### config.mk
export PLATFORM = sky130hd
export DESIGN_NAME = npu_cube_mac_acc_pipe
export DESIGN_NICKNAME = d
export VERILOG_FILES = /design/src/rtl/npu_cube_mac_acc_pipe.sv
export SDC_FILE = /design/constraint.sdc
export NUM_CORES = 2
export LEC_CHECK = 0
export ABC_AREA = 1
export BUFFER_PORTS_ARGS = -buffer_cell sky130_fd_sc_hd__buf_2
export CORE_AREA = 2 2 307 384
export DETAILED_ROUTE_END_ITERATION = 8
export DIE_AREA = 0 0 309 386
export GPL_TIMING_DRIVEN = 0
export PLACE_DENSITY_LB_ADDON = 0.2
export SLEW_MARGIN = 10
export SYNTH_ARGS = -nofsm -noshare
export SYNTH_HDL_FRONTEND = slang
export SYNTH_SLANG_ARGS = --single-unit
### constraint.sdc
create_clock -name clk_i -period 12.65 [get_ports clk_i]
set_input_delay 2.53 -clock clk_i [delete_from_list [all_inputs] [get_ports clk_i]]
set_output_delay 2.53 -clock clk_i [all_outputs]
set_load 0.005 [all_outputs]
### src/rtl/npu_cube_mac_acc_pipe.sv
// npu_cube_mac_acc_pipe
// Two-stage MAC/accumulate pipeline. S1 forms MAC_NUM lane products and
// reduces them through a 4:2 carry-save tree to a sum/carry pair. S2 resolves
// the pair with one carry-propagate add and accumulates it over a first/last
// framed group, with optional clamping on overflow. One result per group.
module npu_cube_mac_acc_pipe #(
    parameter int DWA     = 8,
    parameter int DWB     = 8,
    parameter int MAC_NUM = 8,
    parameter int DWACC   = 32
) (
    input  logic                     clk_i,
    input  logic                     rst_i,
    input  logic                     is_signed_i,
    input  logic                     sat_en_i,
    input  logic                     in_valid_i,
    input  logic                     in_first_i,
    input  logic                     in_last_i,
    input  logic [DWA*MAC_NUM-1:0]   in_data_i,
    input  logic [DWB*MAC_NUM-1:0]   in_para_i,
    output logic                     out_valid_o,
    output logic [DWACC-1:0]         out_data_o,
    output logic                     out_sat_o
);

    localparam int DWP = DWA + DWB + $clog2(MAC_NUM);
    localparam int NL  = MAC_NUM / 2;

    // 3:2 compressor: returns {sum, carry<<1}, both truncated to DWP bits
    function automatic logic [2*DWP-1:0] csa3(input logic [DWP-1:0] a,
                                             input logic [DWP-1:0] b,
                                             input logic [DWP-1:0] c);
        logic [DWP-1:0] maj;
        maj = (a & b) | (a & c) | (b & c);
        return {a ^ b ^ c, maj << 1};
    endfunction

    logic [DWP-1:0] prod [MAC_NUM];

    // Lane products at DWP bits; two's complement wraps correctly mod 2^DWP
    for (genvar i = 0; i < MAC_NUM; i++) begin : g_lane
        logic [DWP-1:0] a_ext;
        logic [DWP-1:0] b_ext;
        assign a_ext = {{(DWP-DWA){is_signed_i & in_data_i[DWA*i+DWA-1]}},
                        in_data_i[DWA*i +: DWA]};
        assign b_ext = {{(DWP-DWB){is_signed_i & in_para_i[DWB*i+DWB-1]}},
                        in_para_i[DWB*i +: DWB]};
        assign prod[i] = a_ext * b_ext;
    end

    // Heap-ordered tree: node k holds a sum/carry pair, leaves pair up two
    // products, internal nodes merge two child pairs with a 4:2 compressor.
    logic [DWP-1:0] ts [MAC_NUM];
    logic [DWP-1:0] tc [MAC_NUM];
    logic [DWP-1:0] xs;
    logic [DWP-1:0] xc;

    // Carry-save reduction of all lane products to one sum/carry pair
    always_comb begin
        ts = '{default: '0};
        tc = '{default: '0};
        xs = '0;
        xc = '0;
        for (int k = NL; k < MAC_NUM; k++) begin
            ts[k] = prod[2*(k-NL)];
            tc[k] = prod[2*(k-NL)+1];
        end
        for (int k = NL - 1; k >= 1; k--) begin
            {xs, xc}     = csa3(ts[2*k], tc[2*k], ts[2*k+1]);
            {ts[k], tc[k]} = csa3(xs, xc, tc[2*k+1]);
        end
    end

    logic [DWP-1:0] s1_sum_d, s1_carry_d;
    assign s1_sum_d   = ts[1];
    assign s1_carry_d = tc[1];

    logic [DWP-1:0] s1_sum_q, s1_carry_q;
    logic           s1_valid_q, s1_first_q, s1_last_q, s1_signed_q, s1_sat_en_q;

    // S1 register: compressed pair plus per-beat control
    always_ff @(posedge clk_i) begin
        if (rst_i) begin
            s1_valid_q  <= 1'b0;
            s1_sum_q    <= '0;
            s1_carry_q  <= '0;
            s1_first_q  <= 1'b0;
            s1_last_q   <= 1'b0;
            s1_signed_q <= 1'b0;
            s1_sat_en_q <= 1'b0;
        end else begin
            s1_valid_q  <= in_valid_i;
            s1_sum_q    <= s1_sum_d;
            s1_carry_q  <= s1_carry_d;
            s1_first_q  <= in_first_i;
            s1_last_q   <= in_last_i;
            s1_signed_q <= is_signed_i;
            s1_sat_en_q <= sat_en_i;
        end
    end

    logic [DWACC-1:0] acc_q, acc_d;
    logic             sticky_q, sticky_d;
    logic [DWP-1:0]   dot;
    logic [DWACC:0]   dot_ext, base, raw, bound;
    logic [DWACC-1:0] bound_w;
    logic             ovf, clamp;

    // S2 combinational: resolve dot, add to running sum, detect and clamp
    always_comb begin
        dot     = s1_sum_q + s1_carry_q;
        dot_ext = {{(DWACC+1-DWP){s1_signed_q & dot[DWP-1]}}, dot};
        // The held accumulator is reinterpreted in the current beat's mode
        base    = s1_first_q ? '0 : {s1_signed_q & acc_q[DWACC-1], acc_q};
        raw     = base + dot_ext;
        if (s1_signed_q) begin
            ovf   = raw[DWACC] ^ raw[DWACC-1];
            bound = raw[DWACC] ? {2'b11, {(DWACC-1){1'b0}}}
                               : {2'b00, {(DWACC-1){1'b1}}};
        end else begin
            ovf   = raw[DWACC];
            bound = {1'b0, {DWACC{1'b1}}};
        end
        bound_w  = bound[DWACC-1:0];
        clamp    = s1_sat_en_q & ovf;
        acc_d    = clamp ? bound_w : raw[DWACC-1:0];
        sticky_d = (s1_first_q ? 1'b0 : sticky_q) | clamp;
    end

    logic             out_valid_q, out_sat_q;
    logic [DWACC-1:0] out_data_q;

    // S2 register: accumulate, emit on last beat and clear for the next group
    always_ff @(posedge clk_i) begin
        if (rst_i) begin
            acc_q       <= '0;
            sticky_q    <= 1'b0;
            out_valid_q <= 1'b0;
            out_data_q  <= '0;
            out_sat_q   <= 1'b0;
        end else begin
            out_valid_q <= s1_valid_q & s1_last_q;
            if (s1_valid_q) begin
                if (s1_last_q) begin
                    out_data_q <= acc_d;
                    out_sat_q  <= sticky_d;
                    acc_q      <= '0;
                    sticky_q   <= 1'b0;
                end else begin
                    acc_q    <= acc_d;
                    sticky_q <= sticky_d;
                end
            end
        end
    end

    assign out_valid_o = out_valid_q;
    assign out_data_o  = out_data_q;
    assign out_sat_o   = out_sat_q;

endmodule

# After elaboration in Yosys (flattened, before gate mapping)
# Cells that the tools add are included.
[totals]
regBits = 110
latchBits = 0
ramBits = 0
rom_bits = 0
inputBits = 135
out_inout_bits = 34
elab_cells = 96
memories = 0
[op_classes]
n_addsub = 2
n_mul = 8
div = 0
order_cmp = 0
eq_ne = 0
shifts = 0
n_mux = 8
bitwise_logic = 64
n_reduce_logical = 1
[op_table]
columns = ["operator", "count"]
rows = [
  ["$and 18x18->18", 18],
  ["$xor 19x19->19", 12],
  ["$or 18x18->18", 12],
  ["$mul 9x9->18", 8],
  ["$mux 32", 4],
  ["$add 33x33->33", 1],
  ["$mux 33", 1],
  ["$and 1x1->1", 20],
  ["$add 19x19->19", 1],
  ["$mux 1", 3],
  ["$reduce_and 2->1", 1],
  ["$or 1x1->1", 1],
  ["$xor 1x1->1", 1],
]

# Depth between registers and ports, before layout
[depth]
word_depth = 14
mapped_depth = 37
mapped_depth_nobuf = 35

# Worst setup path before layout
# OpenSTA, ideal clock, no wires.
[synth_path]
kind = "input -> register"
startpoint = "input port is_signed_i"
endpoint = "register s1_sum_q[18]"
setup_time_ns = 0.113
arrival_time_ns = 9.608
required_ns = 12.537
path_slack_ns = 2.929
stages = 33
cell_sequence = "clkbuf_1 -> clkbuf_1 -> nand2_1 -> or2_2 -> fa_1 -> fa_1 -> inv_1 -> fa_1 -> fa_1 -> inv_1 -> fa_1 -> inv_1 -> ha_1 -> a21oi_1 -> o21ai_0 -> a21oi_1 -> o21ai_0 -> a21oi_1 -> o21bai_1 -> nand2_1 -> nand2_1 -> a21oi_1 -> xor2_1 -> fa_1 -> fa_1 -> inv_1 -> fa_1 -> xnor2_1 -> xnor2_1 -> xor2_1 -> nand2_1 -> nand2_1 -> nor2_1"
[synth_via]
elab_chain_cells = 13
word_cells_on_any_way = 61
classes_between = "8 x mul; 53 x bitwise"
[synth_lines]
columns = ["element", "line", "text"]
rows = [
  ["from (decl)", "14", "input logic is_signed_i,"],
  ["$and 1x1->1, on equally long branches", "44, 46", ""],
  ["$mul 9x9->18", "48", "assign prod[i] = a_ext * b_ext;"],
  ["$and 18x18->18", "34", "maj = (a & b) | (a & c) | (b & c);"],
  ["$or 18x18->18 (2 in series)", "34", ""],
  ["$and 18x18->18", "34", ""],
  ["$or 18x18->18 (2 in series)", "34", ""],
  ["$and 18x18->18", "34", ""],
  ["$or 18x18->18 (2 in series)", "34", ""],
  ["$xor 19x19->19", "35", "return {a ^ b ^ c, maj << 1};"],
  ["$xor 19x19->19 *", "35", ""],
  ["to (signal assigned)", "93", "s1_sum_q <= s1_sum_d;"],
  ["to (decl)", "78", "logic [DWP-1:0] s1_sum_q, s1_carry_q;"],
]
# Mark *: on every way between the ends. The rest lies on a longest branch, timed or not.
# A chain may end at the register's enable or synchronous reset.

# Worst setup path in the final report
# Same ends and word-level chain as after synthesis.

==> impl_metrics.env <==
export IMPL_status="complete, no violations"
export IMPL_fin_crit_ns=11.37
export IMPL_initial_core_util=0.297
export IMPL_fillers=12700
export IMPL_max_slew_margin=0.164
export IMPL_worstMarginPinSlew_ns=1.25
export IMPL_syn_area_per_cell_sq_um=7.94
export IMPL_ys_seq_elements=108
export IMPL_synth_cell_type_count=51
export IMPL_drtIter0Drc=879
export IMPL_pin_count=169
export IMPL_grt_pass1_vias=27600
export IMPL_vias=25400
export IMPL_finalClockSkew_ns=0.0118
export IMPL_num_rows=140
export IMPL_dp_hpwl_microns=80200
export IMPL_placedCellCount=5940
export IMPL_cts_resized=0
export IMPL_clock_fmax_mhz=88.0
export IMPL_yosys_warnings=0
export IMPL_die_w_microns=309
export IMPL_netlist_area_sq_um=34500
export IMPL_cts_tree="done"
export IMPL_clk_latency_ns=0.37
export IMPL_viasPerCell=4.27
export IMPL_grt_total_usage=0.157
export IMPL_die_h_microns=386
export IMPL_crit_path_frequent_cell="fa_1"
export IMPL_cts_htree_levels=3
export IMPL_grt_max_degree=18
export IMPL_nets=5545
export IMPL_routedWlPerCell_microns=15.1
export IMPL_critical_path_class="input port to register"
export IMPL_path_clk_slew_ns=0.07
export IMPL_drc_errors=0
export IMPL_synth_edff_count=0
export IMPL_maxSlewViolCount=0
export IMPL_synthCells=4340
export IMPL_cts_setup_buffers=0
export IMPL_finalSetupViolations=0
export IMPL_grt_antenna_before_repair=6
export IMPL_synthArstFlopShare=0
export IMPL_clock_sinks=108
export IMPL_worstSetupStartpointType="input port"
export IMPL_root_buffer="clkbuf_16"
export IMPL_cts_hold_buf=0
export IMPL_cp_arrival_ns=11.65
export IMPL_seq_area_frac_synth=0.0627
export IMPL_cp_max_fo=10
export IMPL_synth_nets=5496
export IMPL_min_period_over_period=0.899
export IMPL_ant_nets=0
export IMPL_drive_gt1_frac=0.0553
export IMPL_crit_buf_inv=8
export IMPL_max_cap_violations=0
export IMPL_fin_cells=5960
export IMPL_firstDrtPassIters=5
export IMPL_dieArea_sq_um=119000
export IMPL_area_delta_synth_final_pct=7.06
export IMPL_critPathTopFamily="adder cells"
export IMPL_ys_flop_type="dfxtp_1"
export IMPL_finalHoldViolCount=0
export IMPL_clock_path_buffers=2
export IMPL_place_gp_congestion=0.869
export IMPL_cts_buffers=9
export IMPL_cp_slowest_cell="clkbuf_1"
export IMPL_grt_setup_unrepaired="no"
export IMPL_port_buffers=38
export IMPL_hold_path_class="register to register"
export IMPL_r2r_slack_ns=8.25
export IMPL_grt_overflow_total=0
export IMPL_core_sq_um=116000
export IMPL_drt_total_wl_microns=89800
export IMPL_grt_pass1_wl_microns=148000
export IMPL_critPathMaxStageDelay_ns=0.69
export IMPL_cp_end_kind="register"
export IMPL_critPathRequiredTime_ns=12.93
-- placed cells by master, fill, tap and decap left out, types with 14 or more instances in the layout --
cell type and n:
inv_1 1263, nand2_1 843, fa_1 666, ha_1 355, nor2_1 211, clkbuf_1 154, a21oi_1 144, dfxtp_1 108
xnor2_1 98, xor2_1 95, o21ai_0 71, a21oi_2 50, nand3_1 48, buf_2 43, nand3_2 33, or2_2 26
nand2_2 25, nand2_4 21, o21bai_1 18, nor3_1 14
-- cell usage after synthesis (2+ instances only) --
library cell  instances  area, sq um
inv_1              1263         4740
nand2_1             843         3160
fa_1                666        13300
ha_1                355         4440
nor2_1              211          792
clkbuf_1            155          582
a21oi_1             144          721
dfxtp_1             108         2160
xnor2_1              98          858
xor2_1               95          832
o21ai_0              71          355
a21oi_2              50          438
nand3_1              48          240
nand3_2              33          330
or2_2                26          163
nand2_2              25          156
nand2_4              21          236
o21bai_1             18          135
nor3_1               14         70.1
a21o_1                9         67.6
a31oi_1               9         56.3
inv_2                 9         33.8
nand4_1               7         43.8
o211ai_1              6         45.0
buf_1                 5         18.8
buf_2                 5         25.0
nand3b_1              4         30.0
nor3_2                4         40.0
nor4_1                4         25.0
o21ai_1               4         20.0
buf_4                 3         22.5
nor2_2                3         18.8
o2111ai_1             3         26.3
a21boi_0              2         15.0
and2_1                2         12.5
buf_8                 2         30.0
-- routing by layer --
metal  GRT usage  routed length (microns)
met1       0.187                    36900
met4      0.0287                     1410
met2       0.310                    50000
met5           0                       13
met3     0.00790                     1530
-- metrics by stage --
step / instance area [sq um] / hold WS [ns] / TNS (ns) / worst slack [ns] / utilization
finish: 36900 / 0.469 / 0 / 1.28 / 0.318
global route: 36900 / 0.491 / 0 / 0.667 / 0.318
CTS: 36900 / 0.472 / 0 / 1.07 / 0.318
detailed placement: 36600 / 0.462 / 0 / 0.690 / 0.316
global placement: 36600 / 0.453 / -0.0896 / -0.0774 / 0.316
floorplan: 34500 / 0.445 / 0 / 2.93 / -
-- flip-flops by register name (all words and copies together) (netlist names) --
signal and count:
sticky_q 1, s1_sat_en_q 1, out_sat_o 1, out_valid_o 1
s1_last_q 1, s1_first_q 1, s1_valid_q 1, s1_carry_q 17
s1_signed_q 1, s1_sum_q 19, acc_q 32, out_data_o 32
-- worst reg2reg max path, delay by kind of cell (launching register included) --
family / cells / cell delay (ns)
DFF: 1 / 0.30
xor gates and xnor gates: 1 / 0.18
buffers and inverters: 1 / 0.23
AOI/OAI and AO/OA: 2 / 0.18
adders and majority gates: 3 / 1.14
and+or+nand+nor: 13 / 2.24
-- layout make-up --
class,instances,area [sq um],share of cell area
diodes,5,12.5,0.000339
repair buffers,38,190,0.00516
clock buffers,10,239,0.00648
plain buffers,171,691,0.0187
clock inverters,5,35.0,0.000950
multi-input cells,2788,26800,0.727
well taps,1562,1950,0.0530
inverters,1273,4780,0.130
flip-flops and latches,108,2160,0.0586
-- path summary, 6_finish.rpt --
path                     from           end  depth (start not counted)
setup / recovery  is_signed_i  s1_sum_q[18]                         33
hold / removal      acc_q[28]     acc_q[28]                          2
setup reg to reg  s1_sum_q[2]     acc_q[25]                         20
hold reg to reg     acc_q[28]     acc_q[28]                          2
-- logic make-up (layout without fill, tap and decap cells) --
family                   Yosys count  in the layout  share of synthesized area
AO/OA/AOI/OAI                    321            321                     0.0560
adder cells (fa/ha/maj)         1021           1021                      0.516
XOR/XNOR                         194            194                     0.0497
AND/OR/NAND/NOR                 1252           1252                      0.157
buffers and inverters           1444           1497                      0.159
other                              0              5                          0
flip-flops                       108            108                     0.0627
Power is left out: the tool's default activity adds up to more than one toggle a clock period on the data nets, which glitch-free logic cannot reach.
